<file path="config.mk">
export PLATFORM = sky130hd
export DESIGN_NAME = rr_mux_arbiter
export DESIGN_NICKNAME = d
export VERILOG_FILES = /design/src/rtl/rr_mux_arbiter.sv
export SDC_FILE = /design/constraint.sdc
export NUM_CORES = 1
export LEC_CHECK = 0
export CORE_AREA = 5 5 42 44
export CTS_CLUSTER_SIZE = 40
export DETAILED_ROUTE_END_ITERATION = 8
export DIE_AREA = 0 0 47 49
export DONT_BUFFER_PORTS = 1
export PLACE_DENSITY = 0.53
export SLEW_MARGIN = 10
export SYNTH_ARGS = -nofsm -noshare
export SYNTH_HDL_FRONTEND = slang
export SYNTH_SLANG_ARGS = --single-unit
</file>
<file path="constraint.sdc">
create_clock -name clk -period 2.4 [get_ports clk]
set_clock_uncertainty 0.1 [all_clocks]
set_input_delay 0.12 -clock clk [delete_from_list [all_inputs] [get_ports clk]]
set_output_delay 0.12 -clock clk [all_outputs]
set_load 0.005 [all_outputs]
</file>
<file path="src/rtl/rr_mux_arbiter.sv">
// Four-requester round-robin arbiter driving a shared 4:1 data mux.
// Define RR_ARB_TIMEOUT_EN to force rotation after HOLD_MAX grant cycles when others wait.
module rr_mux_arbiter #(
  parameter int unsigned HOLD_MAX = 8
) (
  input  logic       clk,
  input  logic       rst_n,
  input  logic [3:0] req,
  input  logic [3:0] din,
  output logic [3:0] gnt,
  output logic [1:0] sel,
  output logic       busy,
  output logic       dout
);

  localparam int unsigned N_REQ = 4;
  localparam int unsigned IDX_W = 2;
  localparam logic [0:0] S_IDLE  = 1'b0;
  localparam logic [0:0] S_GRANT = 1'b1;

  if (HOLD_MAX < 1 || HOLD_MAX > 255) begin : g_bad_hold
    $error("rr_mux_arbiter: HOLD_MAX must be within 1..255");
  end

  logic [0:0]       state_q, state_d;
  logic [N_REQ-1:0] gnt_q, gnt_d;
  logic [IDX_W-1:0] sel_q, sel_d;
  logic [IDX_W-1:0] ptr_q, ptr_d;

  logic [N_REQ-1:0] cand;
  logic             win_vld;
  logic [IDX_W-1:0] win_idx;
  logic [IDX_W-1:0] scan_idx;
  logic             new_grant;

`ifdef RR_ARB_TIMEOUT_EN
  localparam int unsigned CNT_W = 8;
  localparam logic [CNT_W-1:0] HOLD_LAST = CNT_W'(HOLD_MAX - 1);
  logic [CNT_W-1:0] hold_cnt_q, hold_cnt_d;
`endif

  // Candidates never include the current owner; in IDLE gnt_q is zero so all requests compete.
  assign cand = req & ~gnt_q;

  // First candidate in order ptr, ptr+1, ptr+2, ptr+3 (scan backwards so the lowest offset wins).
  always_comb begin
    win_vld  = 1'b0;
    win_idx  = '0;
    scan_idx = '0;
    for (int k = N_REQ - 1; k >= 0; k--) begin
      scan_idx = ptr_q + IDX_W'(k);
      if (cand[scan_idx]) begin
        win_vld = 1'b1;
        win_idx = scan_idx;
      end
    end
  end

  always_comb begin
    state_d   = state_q;
    gnt_d     = gnt_q;
    sel_d     = sel_q;
    ptr_d     = ptr_q;
    new_grant = 1'b0;
`ifdef RR_ARB_TIMEOUT_EN
    hold_cnt_d = hold_cnt_q;
`endif
    case (state_q)
      S_IDLE: begin
        new_grant = win_vld;
      end
      S_GRANT: begin
        if (req[sel_q]) begin
`ifdef RR_ARB_TIMEOUT_EN
          if (hold_cnt_q == HOLD_LAST) begin
            new_grant = win_vld;
          end else begin
            hold_cnt_d = hold_cnt_q + CNT_W'(1);
          end
`endif
        end else if (win_vld) begin
          new_grant = 1'b1;
        end else begin
          state_d = S_IDLE;
          gnt_d   = '0;
        end
      end
      default: begin
        state_d = S_IDLE;
        gnt_d   = '0;
      end
    endcase

    if (new_grant) begin
      state_d = S_GRANT;
      gnt_d   = N_REQ'(1) << win_idx;
      sel_d   = win_idx;
      ptr_d   = win_idx + IDX_W'(1);
`ifdef RR_ARB_TIMEOUT_EN
      hold_cnt_d = '0;
`endif
    end
  end

  always_ff @(posedge clk) begin
    if (!rst_n) begin
      state_q <= S_IDLE;
      gnt_q   <= '0;
      sel_q   <= '0;
      ptr_q   <= '0;
`ifdef RR_ARB_TIMEOUT_EN
      hold_cnt_q <= '0;
`endif
    end else begin
      state_q <= state_d;
      gnt_q   <= gnt_d;
      sel_q   <= sel_d;
      ptr_q   <= ptr_d;
`ifdef RR_ARB_TIMEOUT_EN
      hold_cnt_q <= hold_cnt_d;
`endif
    end
  end

  assign gnt  = gnt_q;
  assign sel  = sel_q;
  assign busy = (state_q == S_GRANT);

  // sel[0] picks within a pair, sel[1] picks the pair.
  always_comb begin
    dout = 1'b0;
    if (busy) begin
      dout = sel_q[1] ? (sel_q[0] ? din[3] : din[2])
                      : (sel_q[0] ? din[1] : din[0]);
    end
  end

endmodule

</file>
==> out/metrics.yaml <==
placed_design:
  gp_congestion: 0.771
  port_buffers: 0
  hpwl_um: 923
  place_ws_ns: 0.647
  postPlaceCellArea_um2: 559
  placed_cells: 74
layout:
  final_area_um2: 596
  stdcell_count: 79
  fill_cells: 145
  diodes: 0
  drive_gt1_share_pct: 12.7
  area_growth_pct: 10.4
  finish.net_count: 74
clock_tree:
  cts_num_sinks: 9
  clk_latency_ns: 0.25
  holdBufCountCts: 1
  cts_tree: "done"
  clk_path_buf_depth: 2
  cts.clk_slew.worst_paths_ns: 0.06
  clockRootBuffer: "clkbuf_4"
  cts_max_level: 1
  ctsResizeCount: 0
  postCtsSetupBuffers: 0
  cts_buffers: 3
power_and_ir_drop:
  peakVddDrop_mv: 0.479
  pwr-share-comb_pct: 41.0
  p_int_w: 0.000396
  swShare_pct: 37.9
  total_power_w: 0.000637
  p_leak_nw: 0.209
  p_clk_share_pct: 17.8
  seq_power_share_pct: 41.2
  p_per_area_mw_per_mm2: 1070
  power.switching_w: 0.000241
floorplan:
  row_count: 14
  die_h_um: 49
  dieWidth_um: 47
  pin_count: 18
  dieArea_mm2: 0.00230
  core_area_mm2: 0.00140
  initial_utilization_pct: 38.5
timing:
  fmax_mhz: 568
  fin_setup_tns_ns: 0
  hold_viol_final: 0
  worstMarginPinSlew_ns: 0.358
  worst_slack_ns: 0.640
  relSlewSlack_pct: 76.1
  final.period_utilization_pct: 73.3
  slew_violations: 0
  rsz0062_at_grt: "no"
  period_needed_ns: 1.76
  setup_viol: 0
critical_path:
  reg2regPathDepth: 5
  path_class: "flop to flop"
  crit_fanout: 5
  cp.depth: 5
  path_delay_family: "simple AND/OR/NAND/NOR gates"
  endpoint_kind: "flop"
  crit_buf_inv: 0
  required_ns: 2.49
  path_cells: "or2b_1 > o2111ai_2 > nor2b_1 > or3b_1 > a21boi_1"
  cp_slowest_cell: "or3b_1"
  cp-start-kind: "flop"
  critPathMaxStageDelay_ns: 0.38
  arrival_ns: 1.85
route:
  drtAntennaViolNets: 0
  vias: 437
  drt-vias-per-instance: 5.53
  wl_per_cell_um: 15.0
  drt_iter0_markers: 7
  first_pass_iters: 4
  drc: 0
  wirelength_um: 1180
synthesis:
  syn_inst: 58
  ys_seq_area_share_pct: 33.4
  ys_seq_elements: 9
  mappedNetlistArea_um2: 539
  syn_avg_cell_area_um2: 9.30
  yosysWarnings: 0
  synthesis.nets: 68
  synth_cell_type_count: 26
global_routing:
  grt-ovfl-total: 0
  antenna_found_initial: 0
  grt_max_degree: 10
  grt_pass1_vias: 416
  grt_use_total_pct: 12.2
  grt_pass1_wl_um: 1990
outcome:
  status: "finished, final reports clean"
worst_hold_path:
  hold_class: "input pin to flop"
  min_delay_path_depth: 3
run:
  max_cap_violations: 0
-- worst register-to-register path, cell delays in order, from the launching register on --
cell and delay (ns):
dfxtp_1 0.33, or2b_1 0.30, o2111ai_2 0.13, nor2b_1 0.32
or3b_1 0.38, a21boi_1 0.13
-- cells in the mapped netlist (all sizes together) --
master / n / area, um^2
a32oi: 1 / 8.76
a21boi: 3 / 22.5
buf: 1 / 7.51
or4b: 1 / 10.0
nor2b: 5 / 31.3
nand2: 4 / 15.0
or3b: 2 / 17.5
xnor2: 1 / 8.76
or2b: 1 / 7.51
and2: 2 / 12.5
o221ai: 1 / 8.76
o21a: 3 / 22.5
mux2i: 3 / 30.0
o21ai: 3 / 15.0
o21bai: 1 / 7.51
inv: 1 / 3.75
mux4: 1 / 22.5
o2111ai: 1 / 15.0
a21oi: 4 / 27.5
dfxtp: 9 / 180
o22ai: 1 / 6.26
nand3b: 4 / 30.0
nor2: 1 / 3.75
nand2b: 4 / 25.0
-- routing by layer --
metal / up-vias / wire [um] / global-route usage [%]
li1: 227 / - / -
met4: 0 / 19 / 8.29
met1: 196 / 552 / 17.0
met2: 12 / 517 / 14.7
met5: - / 0 / 0
met3: 2 / 93 / 4.80
-- registers in the layout, indices dropped and copies added (netlist names) --
signal  flops
sel         2
busy        1
gnt         4
ptr_q       2
-- logic make-up after synthesis --
kind of cell              Yosys count  share of synthesized area (%)
muxes                               4                           9.74
buffers and inverters               2                           2.09
AOI/OAI and AO/OA                  18                           24.8
xor gates and xnor gates            1                           1.62
DFF                                 9                           33.4
and+or+nand+nor                    24                           28.3
-- stage by stage --
stage	hold slack (ns)	utilization (%)
floorplan	0.138	-
global placement	0.145	39.9
detailed placement	0.143	39.9
CTS	0.0866	42.5
global route	0.115	42.5
finish	0.0972	42.5
-- area by class of cell --
cell class | count | area [um^2] | share of cell area, %
clock buffers | 4 | 26.3 | 4.41
inverters | 1 | 3.75 | 0.630
multi-input cells | 47 | 348 | 58.4
flip-flops and latches | 9 | 180 | 30.3
well taps | 16 | 20.0 | 3.36
repair buffers | 2 | 17.5 | 2.94
-- power groups by stage --
stage                     registers, W  clock network (W)  logic, W
after floorplan               0.000247                  0  0.000225
after global placement        0.000268                  0  0.000259
final                         0.000262           0.000113  0.000261
after detailed placement      0.000267                  0  0.000258
after CTS                     0.000264           0.000120  0.000262
after global routing          0.000274           0.000126  0.000294
-- path summary, 6_finish.rpt --
path | start | endpoint | slack (ns)
hold reg to reg | gnt[1] | gnt[1] | 0.40
setup reg to reg | gnt[1] | gnt[0] | 0.64
hold / removal | req[3] | busy | 0.1
setup / recovery | gnt[1] | gnt[0] | 0.64
-- cells in the final DEF, fill, tap and decap left out --
cell type and count:
o22ai_1 1, clkbuf_1 1, o21ai_0 3, xnor2_1 1, dlygate4sd3_1 1, a21boi_1 1, a21boi_0 2, dfxtp_1 9
nand3b_1 4, or2b_1 1, nor2_1 1, mux4_2 1, nand2b_1 4, a32oi_1 1, or3b_1 2, o221ai_1 1
and2_1 2, buf_4 1, clkbuf_4 3, o2111ai_2 1, inv_1 1, a21oi_2 2, mux2i_1 3, nor2b_1 5
nand2_1 4, or4b_1 1, a21oi_1 2, o21bai_1 1, o21a_1 3
Power figures use the tool's default switching activity.
